[config.mk]
export PLATFORM = sky130hd
export DESIGN_NAME = div_seq
export DESIGN_NICKNAME = d
export VERILOG_FILES = /design/src/rtl/div_seq.sv
export SDC_FILE = /design/constraint.sdc
export NUM_CORES = 1
export LEC_CHECK = 0
export CAP_MARGIN = 10
export CORE_MARGIN = 1.5
export CORE_UTILIZATION = 45
export CTS_CLUSTER_DIAMETER = 50
export DETAILED_ROUTE_END_ITERATION = 10
export HOLD_SLACK_MARGIN = 0.08
export PLACE_DENSITY = 0.7
export SLEW_MARGIN = 0
export SYNTH_ARGS = -nofsm -noshare
export SYNTH_HDL_FRONTEND = slang
export SYNTH_SLANG_ARGS = --single-unit
export TNS_END_PERCENT = 100
[constraint.sdc]
create_clock -name clk -period 2.4 [get_ports clk]
set_input_delay 0.72 -clock clk [delete_from_list [all_inputs] [get_ports clk]]
set_output_delay 0.72 -clock clk [all_outputs]
set_load 0.05 [all_outputs]
[src/rtl/div_seq.sv]
// div_seq -- sequential signed fixed-point divider.
//
// Computes Q = A * 2^F / X using a restoring algorithm on the operand
// magnitudes, one quotient bit per clock, MSB first. The raw magnitude is
// re-signed and saturated symmetrically to N bits, so -2^(N-1) is never
// produced. Work is requested with a start/ready handshake, and the result
// is announced by a one-cycle done strobe.
//
// Ports
//   clk    in   1  rising-edge clock
//   rst_n  in   1  asynchronous active-low reset
//   start  in   1  request, sampled only while ready=1
//   A      in   N  signed dividend
//   X      in   M  signed divisor
//   ready  out  1  idle and able to accept start
//   done   out  1  one-cycle result strobe
//   Q      out  N  signed quotient, held until the next done
//   ovf    out  1  quotient saturated, valid with done and held
//   dz     out  1  divide by zero, valid with done and held
module div_seq #(
  parameter int N = 8,
  parameter int M = N,
  parameter int F = 4
) (
  input  logic         clk,
  input  logic         rst_n,
  input  logic         start,
  input  logic [N-1:0] A,
  input  logic [M-1:0] X,
  output logic         ready,
  output logic         done,
  output logic [N-1:0] Q,
  output logic         ovf,
  output logic         dz
);

  localparam int W  = N + F;            // dividend / raw quotient width
  localparam int CW = $clog2(W + 1);    // step counter width

  // Largest positive quotient and its symmetric negative counterpart.
  localparam logic [N-1:0] QMAX     = {1'b0, {(N-1){1'b1}}};
  localparam logic [N-1:0] QSAT_NEG = {1'b1, {(N-2){1'b0}}, 1'b1};
  localparam logic [W-1:0] QMAX_W   = {{(F+1){1'b0}}, {(N-1){1'b1}}};

  typedef enum logic [1:0] {
    IDLE = 2'd0,
    CALC = 2'd1,
    FIX  = 2'd2
  } state_t;

  state_t state_reg, state_next;

  logic [CW-1:0] count_reg;
  logic [W-1:0]  dvd_reg;    // |A| * 2^F, consumed MSB first
  logic [W-1:0]  quo_reg;    // raw quotient magnitude
  logic [M-1:0]  rem_reg;    // partial remainder, always < |X|
  logic [M-1:0]  xmag_reg;   // |X|
  logic          sa_reg;
  logic          sq_reg;
  logic          dzp_reg;    // divide-by-zero pending for FIX
  logic [N-1:0]  q_reg;
  logic          ovf_reg;
  logic          dz_reg;
  logic          done_reg;

  // Operand magnitudes. Plain N-bit negation maps -2^(N-1) onto the
  // unsigned value 2^(N-1), which is exactly the magnitude wanted.
  logic [N-1:0] a_abs;
  logic [M-1:0] x_abs;
  assign a_abs = A[N-1] ? (-A) : A;
  assign x_abs = X[M-1] ? (-X) : X;

  // One restoring step. The remainder is below |X| <= 2^(M-1), so the
  // shifted value fits M+1 bits and the trial difference fits a signed
  // M+1-bit value: its MSB is the borrow, i.e. "shifted < |X|".
  logic [M:0]   rem_shift;
  logic [M:0]   rem_diff;
  logic         q_bit;
  logic [M-1:0] rem_step;
  assign rem_shift = {rem_reg, dvd_reg[W-1]};
  assign rem_diff  = rem_shift - {1'b0, xmag_reg};
  assign q_bit     = ~rem_diff[M];
  assign rem_step  = q_bit ? rem_diff[M-1:0] : rem_shift[M-1:0];

  // Final sign application and saturation.
  logic [N-1:0] q_mag;
  logic [N-1:0] q_fix;
  logic         ovf_fix;
  assign q_mag = quo_reg[N-1:0];

  always_comb begin
    q_fix   = '0;
    ovf_fix = 1'b0;
    if (dzp_reg) begin
      q_fix = sa_reg ? QSAT_NEG : QMAX;
    end else if (quo_reg > QMAX_W) begin
      q_fix   = sq_reg ? QSAT_NEG : QMAX;
      ovf_fix = 1'b1;
    end else begin
      // Negating zero yields zero, so a zero dividend needs no special case.
      q_fix = sq_reg ? (-q_mag) : q_mag;
    end
  end

  // State register.
  always_ff @(posedge clk or negedge rst_n) begin
    if (!rst_n) begin
      state_reg <= IDLE;
    end else begin
      state_reg <= state_next;
    end
  end

  // Next-state logic.
  always_comb begin
    state_next = state_reg;
    case (state_reg)
      IDLE: begin
        if (start) begin
          state_next = (X == '0) ? FIX : CALC;
        end
      end
      CALC: begin
        if (count_reg == '0) begin
          state_next = FIX;
        end
      end
      FIX:     state_next = IDLE;
      default: state_next = IDLE;
    endcase
  end

  // Datapath and result registers.
  always_ff @(posedge clk or negedge rst_n) begin
    if (!rst_n) begin
      count_reg <= '0;
      dvd_reg   <= '0;
      quo_reg   <= '0;
      rem_reg   <= '0;
      xmag_reg  <= '0;
      sa_reg    <= 1'b0;
      sq_reg    <= 1'b0;
      dzp_reg   <= 1'b0;
      q_reg     <= '0;
      ovf_reg   <= 1'b0;
      dz_reg    <= 1'b0;
      done_reg  <= 1'b0;
    end else begin
      done_reg <= 1'b0;
      case (state_reg)
        IDLE: begin
          if (start) begin
            xmag_reg  <= x_abs;
            sa_reg    <= A[N-1];
            sq_reg    <= A[N-1] ^ X[M-1];
            rem_reg   <= '0;
            quo_reg   <= '0;
            dvd_reg   <= {a_abs, {F{1'b0}}};
            dzp_reg   <= (x_abs == '0);
            count_reg <= CW'(W - 1);
          end
        end
        CALC: begin
          rem_reg <= rem_step;
          dvd_reg <= {dvd_reg[W-2:0], 1'b0};
          quo_reg <= {quo_reg[W-2:0], q_bit};
          if (count_reg != '0) begin
            count_reg <= count_reg - CW'(1);
          end
        end
        FIX: begin
          q_reg    <= q_fix;
          ovf_reg  <= ovf_fix;
          dz_reg   <= dzp_reg;
          done_reg <= 1'b1;
        end
        default: ;
      endcase
    end
  end

  assign ready = (state_reg == IDLE);
  assign done  = done_reg;
  assign Q     = q_reg;
  assign ovf   = ovf_reg;
  assign dz    = dz_reg;

endmodule

---- Word-level counts from Yosys, hierarchy flattened ----
Cells that the tools add are included.
Widths: inputs -> output; s select.
storage, ports and cells
  RAM bits ................................ 0
  register bits after elaboration ......... 60
  word-level logic and storage cells ...... 60
  ROM bits ................................ 0
  memories kept ........................... 0
  bits of input ports ..................... 19
  output and inout bits ................... 12
  latch bits .............................. 0
cells by class
  shifts and indexed selects .............. 0
  divide/modulo/power cells ............... 0
  multiplexer cells ....................... 24
  magnitude comparators ................... 1
  add/sub/neg operators ................... 5
  bitwise gates (word level) .............. 2
  reduce and logical (&&, ||, !) cells .... 10
  $mul .................................... 0
  equality and inequality tests ........... 5
operator list
  kind                 count
  $mux 8               9
  $pmux 12 s2          2
  $mux 12              2
  $neg 8->8            3
  $logic_not 8->1      2
  $pmux 8 s2           1
  $gt 12x7->1 const B  1
  $sub 9x8->9          1
  $mux 4               2
  $pmux 4 s2           1
  $mux 2               3
  $ne 2x2->1 const B   3
  $reduce_and 2->1     3
  $logic_not 4->1      1
  $pmux 2 s2           1
  $reduce_bool 4->1    1
  $sub 4x1->4 const B  1
  $mux 1               3
  $reduce_and 3->1     1
  $eq 2x1->1 const B   1
  $eq 2x2->1 const B   1
  $logic_not 2->1      1
  $reduce_bool 2->1    1
  $not 1->1            1
  $xor 1x1->1          1

---- Depth between registers and ports, before layout ----
Gate-level depths: netlist of the first run.
  word-level depth ........................ 4
  mapped depth ............................ 10
  gate-level depth less buffers ........... 9

---- Least setup slack after synthesis of the first run ----
OpenSTA, ideal clock, no wires.
  path kind ............................... reg2reg
  start ................................... register dvd_reg[11]
  end ..................................... register rem_reg[6]
  path slack .............................. -17 ps
  path buffers ............................ 1
  clock period less this slack ............ 2417 ps
  required time ........................... 2274 ps
  cell stages (with the launch flop) ...... 11
  arrival ................................. 2291 ps
  library setup time ...................... 126 ps
  cells stage by stage .................... dfrtp_1 > inv_1 > ha_1 > inv_1 > fa_1 > a211oi_4 > o211ai_2 > a221oi_2 > buf_6 > nor2_1 > a221o_1
between the ends
  longest elaborated chain between the ends .. 3
RTL lines
  what                    RTL line  RTL
  start, declared         54        logic [W-1:0] dvd_reg;
  start signal, assigned  158       dvd_reg <= {a_abs, {F{1'b0}}};
  start signal, assigned  165       dvd_reg <= {dvd_reg[W-2:0], 1'b0};
  $sub 9x8->9             81        assign rem_diff = rem_shift - {1'b0, xmag_reg};
  $mux 8                  83        assign rem_step = q_bit ? rem_diff[M-1:0] : rem_shift[M-1:0];
  $pmux 8 s2              150       case (state_reg)
  end signal, assigned    164       rem_reg <= rem_step;
  end, declared           56        logic [M-1:0] rem_reg;
Every way passes these cells.
A chain may end at the register's enable or synchronous reset.

---- Final worst setup path of the first run ----
Ends and elaborated chain as after synthesis.

==> impl_results.rst, run 1 <==
.. list-table::
   :header-rows: 1

   * - Metric
     - Value
   * - Total wire length
     - 6780 um
   * - Arr. time, crit path
     - 2.56 ns
   * - Netlist Area Pre-Place
     - 3240 um2
   * - Headroom to the max-slew limit
     - 66.5%
   * - DP Cell Count
     - 474
   * - Power density normalized to cell area
     - 1410 nW/um2
   * - Top_reg_cell synth
     - dfrtp_1
   * - Critical path class
     - register to register
   * - Register area share after synthesis
     - 43.3%
   * - GRT Util Overall
     - 18.7%
   * - Total setup violations reported at the end of the flow
     - 0
   * - Post-DP HPWL
     - 4980 um
   * - Run status
     - completed
   * - Static power due to leakage
     - 1.77 nW
   * - First-pass iteration count of the detailed router
     - 4
   * - Pins Over Slew Limit
     - 0
   * - Final non-filler cell total
     - 490
   * - Wire length of the first global-routing pass
     - 11500 um
   * - Number of cells produced by synthesis
     - 346
   * - Unique cell type count in the Yosys netlist
     - 57
   * - Die height
     - 87.8 um
   * - Setup repair after global routing missed its margin
     - true
   * - Hold-fix buffer count after cts
     - 0
   * - Top-area cell type share of the netlist area
     - 43.3%
   * - Largest net degree at the start of global routing
     - 57
   * - Post-detailed-route wirelength per cell
     - 13.8 um
   * - Crit Path Max Fanout
     - 6
   * - Crit path cell chain
     - inv_2, ha_4, inv_4, fa_2, a211oi_4, o211ai_2, a221oi_2, buf_6, nor2_1, a221o_1
   * - Critical path startpoint category
     - register
   * - Max clock buf depth
     - 2
   * - Via count of the routed design
     - 2657
   * - GRT Residual Overflow
     - 0
   * - Number of buffer cells added on primary ports
     - 30
   * - Boundary pin count
     - 31
   * - Number of global-route vias before repair
     - 2524
   * - Tightest Hold Check Type
     - primary input to asynchronous set/reset pin
   * - Antenna violations before repair
     - 0
   * - Core ar.
     - 6870 um2
   * - Inserted Clock Buffers
     - 5
   * - Width of the die
     - 87.8 um
   * - Synth-to-layout area growth
     - 21.2%
   * - Site row count
     - 30
   * - Max stage delay cell, worst path
     - dfrtp_1
   * - # nets final
     - 425
   * - Required time at the endpoint of the critical path
     - 2.60 ns
   * - Commonest cells in the netlist
     - dfrtp_1 (56), nand2_1 (49), o21ai_0 (25)
   * - Net count after synthesis
     - 378
   * - Crit Reg-Reg Startpoint
     - dvd_reg[11]
   * - CTS tree
     - built
   * - Maximum capacitance violations
     - 0
   * - Initial cell density of the core
     - 47.1%
   * - Setup skew after layout
     - 0.0121 ns
   * - Area enclosed by the die boundary
     - 7710 um2
   * - Final period util
     - 98.3%
   * - Average via count per standard cell
     - 5.42
   * - Cell taking the most area after synthesis
     - dfrtp_1
   * - Clock sinks
     - 56
   * - Fraction of final layout cells with drive strength greater than 1
     - 14.7%
   * - Post-synthesis register bit count
     - 56
   * - Post-layout minimum cycle time
     - 2.36 ns
   * - Inserted Diodes
     - 0
   * - Share of flip-flops with an asynchronous set or reset after synthesis
     - 100%
   * - CTS H-tree lvls
     - 2
   * - Beginning of the critical path
     - dvd_reg[11]
   * - Most frequently used cell type in the post-synthesis netlist
     - dfrtp_1
   * - DRC violations left
     - 0
   * - Design Power
     - 0.00553 W
   * - Clock input transition at the sequential cells of the worst setup and hold paths
     - 0.11 ns
   * - Weighted congestion reported at the end of routability-driven placement
     - 0.837
   * - Actual slew at the worst max-slew pin
     - 0.501 ns
   * - Count of routing violations after the opening detailed-route iteration
     - 169
   * - Mean Syn Cell Area
     - 9.35 um2
   * - Synth area leaders
     - dfrtp_1 (43%), nand2_1 (5.7%), ha_1 (4.6%)
   * - Hold Violations, Final
     - 0
   * - Fmax
     - 424 MHz
   * - Antenna violation net count after detailed routing
     - 0
   * - Yosys warns
     - 0
   * - Worst-skew pair later-pin latency
     - 0.31 ns
   * - Setup crit end kind
     - register
   * - Maximum VDD drop
     - 0.718 mV
   * - CP peak stage delay
     - 0.40 ns
   * - Clk Tree Root Cell
     - clkbuf_8
   * - Number of flip-flops in the largest register
     - 12
   * - Post-synth EDFFs
     - 0
-- through the flow --
step	area (um2)	utilization, %	hold WS [ns]	worst slack, ns	TNS, ns
5_1_grt	3920	57.1	0.404	-0.0870	-0.556
2_1_floorplan	3240	-	0.424	0.0637	0
6_report	3920	57.1	0.388	0.0415	0
3_5_place_dp	3740	54.5	0.463	-0.00627	-0.00627
4_1_cts	3830	55.8	0.397	0.00973	0
3_3_place_gp	3740	54.5	0.463	0.0318	0
-- per-layer routing --
| layer | wire, um | part of all wire [%] | vias to the layer above | global-route usage [%] |
|---|---|---|---|---|
| li1 | - | - | 1331 | - |
| met2 | 3340 | 49 | 58 | 31.9 |
| met3 | 215 | 3.2 | 6 | 2.36 |
| met5 | 0 | 0 | - | 0 |
| met4 | 48 | 0.71 | 0 | 4.91 |
| met1 | 3180 | 47 | 1262 | 25.0 |
-- cell families (layout without fill, tap and decap cells) --
kind of cell / Yosys count / after routing / synth area share, %
adder cells (fa/ha/maj): 13 / 13 / 5.26
AND/OR/NAND/NOR: 106 / 106 / 15.4
XOR/XNOR: 16 / 16 / 4.33
flip-flops: 56 / 56 / 43.3
AO/OA/AOI/OAI: 111 / 111 / 24.7
buffers and inverters: 36 / 84 / 4.45
multiplexers: 8 / 8 / 2.51
-- layout make-up --
type | instances | area [um2]
clock buffer | 5 | 68.8
clock inverter | 3 | 21.3
fill | 592 | 2950
inverter | 21 | 81.3
multi-input combinational | 254 | 1720
sequential | 56 | 1400
tap | 96 | 120
timing repair buffer | 55 | 513
-- final timing paths --
| check | endpoint | slack [ns] | cells after the start |
|---|---|---|---|
| hold reg to reg | dz | 0.48 | 2 |
| min in group clk | dz | 0.48 | 2 |
| max in group asynchronous | count_reg[2] | 1.76 | 2 |
| setup reg to reg | rem_reg[6] | 0.04 | 10 |
| hold / removal | Q[7] | 0.39 | 2 |
| setup / recovery | rem_reg[6] | 0.04 | 10 |
-- power breakdown --
part | total [W] | switching, W | internal [W]
clock | 0.000525 | 0.000317 | 0.000208
combinational | 0.00338 | 0.00186 | 0.00152
sequential | 0.00163 | 0.000322 | 0.00130
-- worst max-delay path: cells and delay by family (launching register included) --
| family | cells | cell delay, ns |
|---|---|---|
| adders and majority gates | 2 | 0.52 |
| and+or+nand+nor | 1 | 0.05 |
| DFF | 1 | 0.40 |
| AOI/OAI and AO/OA | 4 | 0.96 |
| buffers and inverters | 3 | 0.31 |
-- cells in the final DEF, fill, tap and decap left out, types with 2 or more instances in the layout --
master and instances:
or3b_2 2, a22oi_1 3, o21ai_1 13, clkbuf_8 5, a22o_1 10, a221oi_2 6, nor3b_1 2, nor3_1 5
xnor2_1 5, inv_1 19, mux2i_1 5, a211oi_1 2, o211ai_1 3, nand2_1 49, a21boi_0 3, mux2i_2 2
clkdlybuf4s50_1 28, buf_12 2, nand2b_1 3, o21ai_0 24, or3_1 3, nor2b_1 7, o31ai_1 3, ha_1 11
nor2_1 23, xor2_1 11, dfrtp_1 56, o22ai_1 5, buf_6 2, a21oi_1 15, nor4_1 4, buf_4 22
a21o_1 6
-- repair_timing --
item / in CTS / in global routing
resized for setup: 0 / 10
setup buffers: 0 / 7
endpoints found under the setup margin: 0 / 8
Note: power is estimated with default switching activity, not from simulation.
==> run 2, diff against run 1 <==
==> constraint.sdc (replaced) <==
create_clock -name clk -period 2.4 [get_ports clk]
set_input_delay 0.72 -clock clk [delete_from_list [all_inputs] [get_ports clk]]
set_output_delay 0.72 -clock clk [all_outputs]
set_load 0.01 [all_outputs]
==> run 2 against run 1 <==
Effect of this change:
- register-to-register slack about the same
- count of clock-buffer cells in the layout is the same
- flip-flop and latch count did not move
- worst setup slack lost 0.0096 ns
- clock power rose by 17%
- worst hold slack better by 0.0012 ns
- largest cell class unchanged
- final area fell by 0.16%
- die area unchanged
- routed wire length up 3.1%
==> impl_results.rst, run 2 (synthesized netlist as in run 1, its figures left out) <==
.. list-table::
   :header-rows: 1

   * - Metric
     - Value
   * - Commonest non-fill, non-tap cells in the layout
     - dfrtp_1 (56), nand2_1 (49), clkdlybuf4s50_1 (29)
   * - Commonest non-fill, non-tap cell in the layout
     - dfrtp_1
   * - Pins Over Slew Limit
     - 0
   * - Core ar.
     - 6870 um2
   * - GRT Util Overall
     - 19.6%
   * - Final non-filler cell total
     - 487
   * - Post-layout minimum cycle time
     - 2.37 ns
   * - First-pass iteration count of the detailed router
     - 4
   * - Crit Reg-Reg Startpoint
     - dvd_reg[11]
   * - CTS H-tree lvls
     - 2
   * - Clk Tree Root Cell
     - clkbuf_8
   * - Setup crit end kind
     - register
   * - Critical path startpoint category
     - register
   * - Total setup violations reported at the end of the flow
     - 0
   * - Number of global-route vias before repair
     - 2565
   * - Comb pwr share
     - 58.2%
   * - Largest net degree at the start of global routing
     - 57
   * - Tightest Hold Check Type
     - primary input to asynchronous set/reset pin
   * - Sum of negative setup slack
     - 0 ns
   * - Count of cells along the worst register-to-register path
     - 10
   * - DP Cell Count
     - 475
   * - Post-layout worst setup margin
     - 0.0319 ns
   * - DP Worst Slack
     - -0.0463 ns
   * - Actual slew at the worst max-slew pin
     - 0.464 ns
   * - Weighted congestion reported at the end of routability-driven placement
     - 0.816
   * - CTS tree
     - built
   * - Internal cell power
     - 0.00306 W
   * - Count of routing violations after the opening detailed-route iteration
     - 118
   * - Initial cell density of the core
     - 47.1%
   * - R2R setup slack
     - 0.03 ns
   * - Inserted Diodes
     - 0
   * - Hold Violations, Final
     - 0
   * - Antenna violations before repair
     - 0
   * - Combined area of the multi-input logic cells
     - 1710 um2
   * - Antenna violation net count after detailed routing
     - 0
   * - Synth-to-layout area growth
     - 21.0%
   * - Sw Ratio
     - 42.3%
   * - Fraction of final layout cells with drive strength greater than 1
     - 13.6%
   * - Seq pwr share
     - 30.2%
   * - Width of the die
     - 87.8 um
   * - Inserted Clock Buffers
     - 5
   * - Layout fillers
     - 613
   * - Setup skew after layout
     - 0.00948 ns
   * - Clock input transition at the sequential cells of the worst setup and hold paths
     - 0.10 ns
   * - Setup repair after global routing missed its margin
     - true
   * - Die height
     - 87.8 um
   * - Area enclosed by the die boundary
     - 7710 um2
   * - Design Power
     - 0.00531 W
   * - Final period util
     - 98.7%
   * - Post-detailed-route wirelength per cell
     - 14.3 um
   * - Post-DP HPWL
     - 5110 um
   * - Site row count
     - 30
   * - Clock sinks
     - 56
   * - Arr. time, crit path
     - 2.55 ns
   * - Worst-skew pair later-pin latency
     - 0.31 ns
   * - Total wire length
     - 6990 um
   * - Boundary pin count
     - 31
   * - Static power due to leakage
     - 1.76 nW
   * - Via count of the routed design
     - 2699
   * - GRT Residual Overflow
     - 0
   * - Number of flip-flops in the largest register
     - 12
   * - Max clock buf depth
     - 2
   * - Reported net switching power
     - 0.00224 W
   * - Crit Path Max Fanout
     - 6
   * - Run status
     - completed
   * - Power density normalized to cell area
     - 1350 nW/um2
   * - Average via count per standard cell
     - 5.54
   * - Clk network pwr share
     - 11.6%
   * - Number of buffer cells added on primary ports
     - 30
   * - Required time at the endpoint of the critical path
     - 2.59 ns
   * - Headroom to the max-slew limit
     - 69.0%
   * - # nets final
     - 422
   * - Maximum VDD drop
     - 0.648 mV
   * - Combined flip-flop and latch cell area
     - 1400 um2
   * - Reg-to-reg critical path endpoint
     - rem_reg[2]
   * - Critical path class
     - register to register
   * - Wire length of the first global-routing pass
     - 11900 um
   * - Fmax
     - 422 MHz
   * - Maximum capacitance violations
     - 0
   * - Final worst hold slack
     - 0.389 ns
   * - DRC violations left
     - 0
==> run 2: how the worst max path moves through the flow <==
stage	cells past startpoint	start	slack, ns	endpoint
after floorplan	10	dvd_reg[11]	0.06	rem_reg[6]
after global placement	6	X[1]	0.03	dzp_reg
after detailed placement	6	X[1]	-0.05	dzp_reg
after CTS	10	dvd_reg[11]	0.03	rem_reg[6]
after global routing	10	dvd_reg[11]	-0.12	rem_reg[4]
final	10	dvd_reg[11]	0.03	rem_reg[2]
==> run 2: power by group through the flow <==
stage | clock network (W) | registers (W) | logic, W
2_1_floorplan | 0 | 0.00155 | 0.00219
3_3_place_gp | 0 | 0.00159 | 0.00283
3_5_place_dp | 0 | 0.00161 | 0.00293
4_1_cts | 0.000633 | 0.00159 | 0.00293
5_1_grt | 0.000669 | 0.00165 | 0.00345
6_report | 0.000615 | 0.00160 | 0.00309
==> run 2: metal layers <==
layer,vias to the layer above,share of wire (%),GRT usage (%)
met3,6,3.6,3.20
met2,52,50,34.1
met4,0,0.93,4.33
met5,-,0,0
li1,1325,-,-
met1,1316,45,25.5
==> run 2: metrics by stage <==
step / cell area [um2] / utilization, %
after floorplan: 3240 / -
after global placement: 3750 / 54.6
after detailed placement: 3750 / 54.6
after CTS: 3860 / 56.2
after global routing: 3920 / 57.0
final: 3920 / 57.0
==> run 2: what timing repair did <==
item / in CTS / in global routing
hold buffers: 0 / 0
endpoints found under the setup margin: 0 / 8
buffers inserted: 0 / 3
resized for setup: 0 / 8
==> run 2: critical path: stages, from the launching register on <==
cell	delay, ns
dfrtp_1	0.41
inv_2	0.09
ha_4	0.15
inv_4	0.04
fa_2	0.39
a211oi_4	0.28
o211ai_2	0.10
a221oi_2	0.32
buf_6	0.19
mux2i_2	0.22
o21ai_1	0.08
==> run 2: final cells by class <==
cell class / instances / area share [%]
Inverter: 21 / 2.08
Multi-Input combinational cell: 254 / 43.7
Clock inverter: 3 / 1.09
Tap cell: 96 / 3.07
Clock buffer: 5 / 1.76
Timing Repair Buffer: 52 / 12.5
Sequential cell: 56 / 35.8
==> run 3, diff against run 2 <==
--- a/config.mk
+++ b/config.mk
@@ -11,7 +11,7 @@
 export CTS_CLUSTER_DIAMETER = 50
 export DETAILED_ROUTE_END_ITERATION = 10
 export HOLD_SLACK_MARGIN = 0.08
-export PLACE_DENSITY = 0.7
+export PLACE_DENSITY = 0.68
 export SLEW_MARGIN = 0
 export SYNTH_ARGS = -nofsm -noshare
 export SYNTH_HDL_FRONTEND = slang
==> run 3 against run 2 <==
Effect of this change:
- final area down 0.19%
- routed wire length up 2.5%
- die area unchanged
==> impl_results.rst, run 3 (synthesized netlist as in run 1, its figures left out) <==
.. list-table::
   :header-rows: 1

   * - Metric
     - Value
   * - Max stage delay cell, worst path
     - dfrtp_1
   * - Layout fillers
     - 612
   * - Design Power
     - 0.00530 W
   * - # nets final
     - 421
   * - Number of flip-flops in the largest register
     - 12
   * - Core occupancy in the finished layout
     - 56.9%
   * - Worst-skew pair later-pin latency
     - 0.32 ns
   * - DP Worst Slack
     - -0.0196 ns
   * - Tightest Hold Check Type
     - primary input to asynchronous set/reset pin
   * - Count of routing violations after the opening detailed-route iteration
     - 78
   * - Synth-to-layout area growth
     - 20.8%
   * - Initial cell density of the core
     - 47.1%
   * - Number of global-route vias before repair
     - 2607
   * - DRC violations left
     - 0
   * - Inserted Clock Buffers
     - 5
   * - GRT Util Overall
     - 19.7%
   * - Via count of the routed design
     - 2668
   * - Hold Violations, Final
     - 0
   * - Family with the most delay on the worst path
     - compound AO/OA/AOI/OAI gates
   * - Commonest non-fill, non-tap cells in the layout
     - dfrtp_1 (56), nand2_1 (49), clkdlybuf4s50_1 (29)
   * - Antenna violations before repair
     - 0
   * - Actual slew at the worst max-slew pin
     - 0.465 ns
   * - Clock sinks
     - 56
   * - Crit path cell chain
     - inv_2, ha_4, inv_2, fa_2, a211oi_4, o211ai_2, a221oi_2, buf_4, mux2i_1, o21ai_1
   * - Setup skew after layout
     - 0.0100 ns
   * - Post-layout minimum cycle time
     - 2.35 ns
   * - Maximum capacitance violations
     - 0
   * - CTS H-tree lvls
     - 2
   * - Site row count
     - 30
   * - Arr. time, crit path
     - 2.53 ns
   * - Core ar.
     - 6870 um2
   * - Clk Tree Root Cell
     - clkbuf_8
   * - Met3 usage
     - 3.30%
   * - Pins Over Slew Limit
     - 0
   * - Static power due to leakage
     - 1.76 nW
   * - Die height
     - 87.8 um
   * - Clock input transition at the sequential cells of the worst setup and hold paths
     - 0.11 ns
   * - Total wire length
     - 7160 um
   * - Inserted Diodes
     - 0
   * - Wire length of the first global-routing pass
     - 12000 um
   * - CP peak stage delay
     - 0.40 ns
   * - Cell type with the highest occurrence count on the critical path
     - inv_2
   * - Crit Path Max Fanout
     - 8
   * - Commonest non-fill, non-tap cell in the layout
     - dfrtp_1
   * - Logic depth of the worst setup path including buffers
     - 10
   * - Headroom to the max-slew limit
     - 68.9%
   * - Antenna violation net count after detailed routing
     - 0
   * - Maximum VDD drop
     - 0.506 mV
   * - Run status
     - completed
   * - Number of buffer cells added on primary ports
     - 30
   * - Required time at the endpoint of the critical path
     - 2.59 ns
   * - M2 GR Usage
     - 32.7%
   * - Max clock buf depth
     - 2
   * - Sum of negative setup slack
     - 0 ns
   * - Setup repair after global routing missed its margin
     - true
   * - Met1 demand-to-capacity share in global routing
     - 26.2%
   * - Fraction of final layout cells with drive strength greater than 1
     - 13.1%
   * - Count of cells along the worst register-to-register path
     - 10
   * - GRT Residual Overflow
     - 0
   * - Critical path class
     - register to register
   * - Total setup violations reported at the end of the flow
     - 0
   * - Width of the die
     - 87.8 um
   * - Final period util
     - 97.8%
   * - Total buffers and inverters traversed by the critical path
     - 3
   * - Post-detailed-route wirelength per cell
     - 14.7 um
   * - Average via count per standard cell
     - 5.49
   * - Boundary pin count
     - 31
   * - CTS tree
     - built
   * - Weighted congestion reported at the end of routability-driven placement
     - 0.849
   * - First-pass iteration count of the detailed router
     - 4
   * - Final worst hold slack
     - 0.381 ns
   * - Hold-fix buffer count after cts
     - 0
   * - Setup crit end kind
     - register
   * - Critical path startpoint category
     - register
   * - Power density normalized to cell area
     - 1360 nW/um2
   * - Fmax
     - 426 MHz
   * - Post-DP HPWL
     - 5170 um
   * - Largest net degree at the start of global routing
     - 57
   * - Routing layer with the top usage in global route
     - met2
   * - Area enclosed by the die boundary
     - 7710 um2
   * - Post-layout worst setup margin
     - 0.0525 ns
-- run 3: cell count changes in the layout (fill, tap and decap cells not counted), sizes merged --
cell      change
buf           -1
clkbuf        +1
clkinvlp      -1
-- run 3: metal layers --
layer	vias up	share of wire, %	routed length, um
met5	-	0	0
met4	0	1.7	125
met3	13	3.7	263
met2	63	47	3380
met1	1271	47	3400
li1	1321	-	-
-- run 3: stage by stage --
stage / std cells / area, um2
after floorplan: 346 / 3240
after global placement: 477 / 3770
after detailed placement: 477 / 3770
after CTS: 485 / 3890
after global routing: 486 / 3910
final: 486 / 3910
-- run 3: path summary, 6_finish.rpt --
| path | startpoint | to | slack, ns |
|---|---|---|---|
| hold reg to reg | ovf | ovf | 0.49 |
| max in group asynchronous | rst_n | dvd_reg[4] | 1.75 |
| hold / removal | rst_n | ovf | 0.38 |
| setup reg to reg | dvd_reg[11] | rem_reg[4] | 0.05 |
| setup / recovery | dvd_reg[11] | rem_reg[4] | 0.05 |
| min in group clk | ovf | ovf | 0.49 |
-- run 3: power breakdown --
| part | internal (W) | switching (W) |
|---|---|---|
| Clock | 0.000342 | 0.000322 |
| Combinational | 0.00140 | 0.00164 |
| Sequential | 0.00130 | 0.000287 |
-- run 3: layout make-up --
type / instances / area [um2] / area share (%)
clock inverters: 2 / 38.8 / 0.992
flip-flops and latches: 56 / 1400 / 35.9
inverters: 21 / 78.8 / 2.02
clock buffers: 6 / 82.6 / 2.11
repair buffers: 51 / 478 / 12.2
well taps: 96 / 120 / 3.07
multi-input cells: 254 / 1710 / 43.7
-- run 3: worst reg2reg max path: cells and delay by family, from the launching register on --
family / cells / cell delay (ns)
mux: 1 / 0.21
buf+inv: 3 / 0.35
flops: 1 / 0.40
fa+ha+maj: 2 / 0.52
compound gates: 4 / 0.75
-- run 3: what timing repair did --
| item | 4_1_cts | 5_1_grt |
|---|---|---|
| setup endpoints to repair | 0 | 7 |
| gates resized for setup | 0 | 4 |
| buffers inserted | 0 | 1 |
==> variant 1: new RTL, flow settings as in run 1 <==
`F`: 4 -> 2.
--- a/src/rtl/div_seq.sv
+++ b/src/rtl/div_seq.sv
@@ -21,5 +21,5 @@
   parameter int N = 8,
   parameter int M = N,
-  parameter int F = 4
+  parameter int F = 2
 ) (
   input  logic         clk,
Check against the original RTL: same outputs for any inputs over 10 cycles, from zero or initial values and one cycle with rst_n low; that may be too few to reach the edited logic, so the function may still have changed.
==> variant 1 against run 1 <==
Non-clock buffer count down 2; routed wire length down 4.6%; cell area down 5.6%; die area down 4.4%; worst setup slack better by 0.056 ns; via count down 1.2%; synthesized cell count down 0.58%; clock power up 3%; power down 11%; critical path depth up 1; synthesized area down 4.6%; sequential cell count down 2; largest cell class unchanged.
==> variant 1: results (changes against run 1) <==
- The flow ran to the end, and the final reports show no timing, DRC or antenna violations.
- The wire length of the first global-routing pass is 11,200 um (-2.5%).
- The initial antenna violation count came to 0 (unchanged).
- The post-cts gate resize count is 1 (+1).
- The leakage power of the design is 1.63 nW (-7.8%).
- The starting DRC count in detailed routing was 139 (-18%).
- The delay of the slowest critical-path stage is between 0.3 and 0.4 ns.
- The cell-internal power is 2.67 mW (-12%).
- The number of H-tree levels is 2 (unchanged).
- The number of buffers inserted to repair setup after CTS is 0 (unchanged).
- The total nets after synthesis is 376 (-0.53%).
- The warning count from the yosys run was 0 (unchanged).
- The cell count after placement came to 461 (-2.7%).
- The pin count of the biggest net entering global routing is 33 (-42%).
- The total wirelength of the detailed-routed design came to 6470 um (-4.6%).
- The final weighted congestion in routability-driven placement is 0.834 (-0.45%).
- The final setup skew is 0.0101 ns (-0.00207 ns).
- Grouping stages by cell kind, the critical path spends the most delay in compound AO/OA/AOI/OAI gates.
- The part of the Yosys area used for sequential elements is 43.8% (+0.47 points).
- The path depth of the worst reg2reg path was 11 (+1).
- The worst hold path belongs to the class input pin to async pin.
- The via count of the first global-routing pass came to 2,500 (-0.95%).
- The worst setup slack after placement is -0.0231 ns (-0.0168 ns).
- The total routing usage reported by global routing came to 18.9% (+0.23 points).
- The flip-flop count of the largest register, all copies and words added is 10 (-2).
- The proportion of register bits with asynchronous set or reset after synthesis was 100% (unchanged).
- The distinct cell type count after synthesis is 46 (-19%).
- The number of standard cells in the final layout excluding fillers is 470 (-4.1%).
- The average via count per standard cell came to 5.58 (+3.0%).
- The final HPWL from detailed placement came to 4920 um (-1.3%).
- The fraction of layout cells with a size suffix above 1 was 10.0% (-4.7 points).
- In the synthesized netlist the dominant register cell turns out to be dfrtp_1.
- The per-instance average area after synthesis is 8.97 sq um (-4.0%).
- The net count of the finished layout is 421 (-0.94%).
- The placed standard-cell area is 0.00359 sq mm (-4.0%).
- Yosys attributes the largest share of cell area to dfrtp_1 44%, nand2_1 7.5%, o21ai_0 5.7%, ha_1 4.9%, xnor2_1 3.7%.
- The count of antenna diodes in the layout is 0 (unchanged).
- The headroom to the max-slew limit was 64.6% (-1.9 points).
- The worst supply voltage drop on vdd came to 0.000724 V (+0.75%).
- After synthesis, the most frequently instantiated cells are 62 x nand2_1, 54 x dfrtp_1, 35 x o21ai_0.
- The root buffer selected by CTS is clkbuf_8.
## variant 1: cell types whose count changed after synthesis, moves of 6 or more
| cell | change |
|---|---|
| nand3_1 | +6 |
| o22ai_1 | +6 |
| nor2_1 | -14 |
| nand2_1 | +13 |
| o21ai_1 | -9 |
| a221oi_2 | -6 |
| xor2_1 | -6 |
| nor3_1 | +8 |
| o21ai_0 | +10 |
| nor2b_1 | -7 |
| xnor2_1 | +8 |
## variant 1: final timing paths
kind	startpoint	end	slack [ns]
setup / recovery	dvd_reg[9]	rem_reg[2]	0.1
hold / removal	rst_n	Q[3]	0.36
setup reg to reg	dvd_reg[9]	rem_reg[2]	0.1
hold reg to reg	dz	dz	0.48
max in group asynchronous	rst_n	xmag_reg[7]	1.48
min in group clk	dz	dz	0.48
## variant 1: cells by family after synthesis
group	Yosys count	share of synthesized area, %
and+or+nand+nor	111	16.3
xor gates and xnor gates	18	5.11
adders and majority gates	13	5.51
DFF	54	43.8
muxes	8	2.63
AOI/OAI and AO/OA	102	21.8
buffers and inverters	38	4.86
## variant 1: layout make-up
class / count / area, sq um
sequential: 54 / 1350
timing repair buffer: 53 / 479
clock buffer: 5 / 68.8
clock inverter: 3 / 28.8
tap: 80 / 100
fill: 589 / 3020
inverter: 23 / 86.3
multi-input combinational: 252 / 1590
## variant 1: power groups by stage
stage                     logic (mW)  registers (mW)  clock network (mW)
final                           2.82            1.56               0.542
after global routing            3.14            1.62               0.595
after CTS                       2.83            1.56               0.568
after detailed placement        2.78            1.58                   0
after global placement          2.71            1.57                   0
after floorplan                 1.89            1.71                   0
## variant 1: metal layers
layer / GRT usage [%] / wire (um)
met4: 4.55 / 74
met2: 31.5 / 3040
met5: 0 / 0
met1: 25.2 / 3140
met3: 4.14 / 211
==> variant 2: new RTL, settings of run 1 <==
Made on the original files. Make the reset (`rst_n`) synchronous in 2 clocked blocks. Comments in the files are not updated.
--- a/src/rtl/div_seq.sv
+++ b/src/rtl/div_seq.sv
@@ -104,5 +104,5 @@
 
   // State register.
-  always_ff @(posedge clk or negedge rst_n) begin
+  always_ff @(posedge clk) begin
     if (!rst_n) begin
       state_reg <= IDLE;
@@ -132,5 +132,5 @@
 
   // Datapath and result registers.
-  always_ff @(posedge clk or negedge rst_n) begin
+  always_ff @(posedge clk) begin
     if (!rst_n) begin
       count_reg <= '0;
Check against the original RTL: differs if rst_n is asserted again (counterexample within 4 cycles, from zero or initial values and one cycle with rst_n low); with rst_n held inactive, the same outputs for 10 cycles.
==> variant 2 against run 1 <==
Synthesized cell count grew 14%; worst setup slack gained 0.13 ns; largest cell class unchanged; critical path depth is the same; sequential cell count is the same; routed wire length grew 7.0%; cell area shrank 2.5%; synthesized area shrank 0.97%; maximum frequency grew 6.0%; via count grew 10%.
Power is not compared: it rests on default switching activity, and its combinational part moved more than twofold at a synthesized area within 25%.
==> variant 2: results (changes against run 1) <==
- In this run the worst hold path is classified as flop to flop.
- The total wirelength of the detailed-routed design is 7260 um (+7.0%).
- The worst-case clock buffer depth is 2 (unchanged).
- The slowest stage of the critical path is the dfxtp_1 cell.
- The final weighted congestion in routability-driven placement is 0.880 (+5.0%).
- The total vias in the final route is 2,927 (+10%).
- The average via count per standard cell is 5.53 (+2.0%).
- The count of antenna diodes in the layout is 0 (unchanged).
- The worst supply voltage drop on vdd is slightly above 0.0005 V.
- The wire length of the first global-routing pass is 12,400 um (+7.6%).
- The placed standard-cell area is 0.00371 sq mm (-0.94%).
- The per-instance average area after synthesis is 8.09 sq um (-13%).
- The tree is rooted in a clkbuf_8.
- The distinct cell type count after synthesis is 56 (-1.8%).
- The worst setup slack after placement is -0.0180 ns (-0.0117 ns).
- The run finished with clean final reports.
- Sorting the synthesized cells by area gives the leading types as dfxtp_1 35%, nand2_1 5.5%, ha_1 5.1%, a21oi_1 3.6%, a22oi_1 3.3%.
- The number of buffers added on ports was 30 (unchanged).
- Clock-pin slew was measured on the worst setup and hold paths at ~0.10 ns.
- The warning count from the yosys run is 0 (unchanged).
- The fraction of layout cells with a size suffix above 1 came to 9.47% (-5.3 points).
- The arrival time reported for the critical path endpoint is 2.43 ns (-0.13 ns).
- The part of the Yosys area used for sequential elements is 35.0% (-8.3 points).
- The worst hold slack after final layout is 0.465 ns (+0.0776 ns).
- On the critical path the largest part of the delay comes from compound AO/OA/AOI/OAI gates.
- The maximum fanout count along the critical path is 9 (+3).
- The number of H-tree levels is 2 (unchanged).
- The slew at the pin with the worst max-slew slack is 0.495 ns (-0.00581 ns).
- The total routing usage reported by global routing was 20.3% (+1.6 points).
- The worst setup path is launched from a flop.
- The total nets after synthesis is 429 (+13%).
- The delay of the slowest critical-path stage is 0.33 ns (-0.07 ns).
- The flip-flop count of the largest register, all copies and words added is 12 (unchanged).
- The path depth of the worst reg2reg path is 10 (unchanged).
- The post-layout worst setup margin was 0.176 ns (+0.134 ns).
- The via count of the first global-routing pass is 2,759 (+9.3%).
- Of the total power, the share spent switching nets is around 34%.
- The cell count after placement was 519 (+9.5%).
- The starting DRC count in detailed routing is 172 (+1.8%).
- The final HPWL from detailed placement is 5510 um (+11%).
- The proportion of register bits with asynchronous set or reset after synthesis is 0% (-100 points).
- In this run the worst setup path terminates at rem_reg[1].
- After synthesis, the most frequently instantiated cells are 56 x dfxtp_1, 47 x nand2_1, 24 x clkbuf_1.
- The pin count of the biggest net entering global routing is 23 (-60%).
- The clock latency on the worst-skew pair is 0.31 ns (about the same).
- The total clock buffers created by CTS is 5 (unchanged).
- The initial antenna violation count is 0 (unchanged).
- The final setup skew is 0.00732 ns (-0.00481 ns).
- In this run the critical register-to-register path is launched from dvd_reg[11].
- The net count of the finished layout came to 465 (+9.4%).
-- variant 2: layout make-up --
| type | instances | area, sq um |
|---|---|---|
| Fill cell | 642 | 3010 |
| Multi-Input combinational cell | 291 | 1910 |
| Sequential cell | 56 | 1120 |
| Timing Repair Buffer | 55 | 498 |
| Tap cell | 96 | 120 |
| Inverter | 23 | 86.3 |
| Clock buffer | 6 | 72.6 |
| Clock inverter | 2 | 16.3 |
-- variant 2: how the worst min path moves through the flow --
stage	to	cells past startpoint	startpoint
6_report	Q[1]	2	Q[1]
5_1_grt	dz	2	dz
4_1_cts	Q[1]	2	Q[1]
3_5_place_dp	Q[1]	2	Q[1]
3_3_place_gp	Q[1]	2	Q[1]
2_1_floorplan	dvd_reg[8]	2	dvd_reg[8]
-- variant 2: repair_timing --
action | 4_1_cts | 5_1_grt
setup endpoints to repair | 0 | 7
gates resized for setup | 0 | 5
setup buffers | 0 | 2
-- variant 2: cell families (layout without fill, tap and decap cells) --
logic type               after synthesis  after routing  synth area share (%)
AO/OA/AOI/OAI                        116            116                  25.8
buffers and inverters                 49             86                  5.82
flip-flops                            56             56                  35.0
multiplexers                           4              4                  1.25
adder cells (fa/ha/maj)               14             14                  5.70
AND/OR/NAND/NOR                      142            142                  22.4
XOR/XNOR                              15             15                  4.10
-- variant 2: power by group through the flow --
stage          clock, mW  combinational [mW]  sequential (mW)
4_1_cts            0.531               0.809             1.05
3_3_place_gp           0               0.787             1.07
6_report           0.515               0.836             1.05
5_1_grt            0.563               0.927             1.06
2_1_floorplan          0               0.534             1.06
3_5_place_dp           0               0.804             1.07
-- variant 2: layer usage --
| metal | routed length, um | up-vias | track usage [%] |
|---|---|---|---|
| met5 | 0 | - | 0 |
| met4 | 155 | 0 | 7.79 |
| met3 | 320 | 12 | 3.60 |
| met2 | 3320 | 71 | 33.4 |
| met1 | 3470 | 1343 | 26.3 |
| li1 | - | 1501 | - |
-- variant 2: worst reg2reg max path, stage by stage (launching register included) --
cell and delay [ns]:
dfxtp_1 0.33, inv_1 0.06, ha_1 0.20, inv_1 0.09, fa_2 0.22, a21oi_2 0.07, o211ai_1 0.28, a21boi_1 0.11
buf_4 0.18, or2_4 0.28, a311o_1 0.30
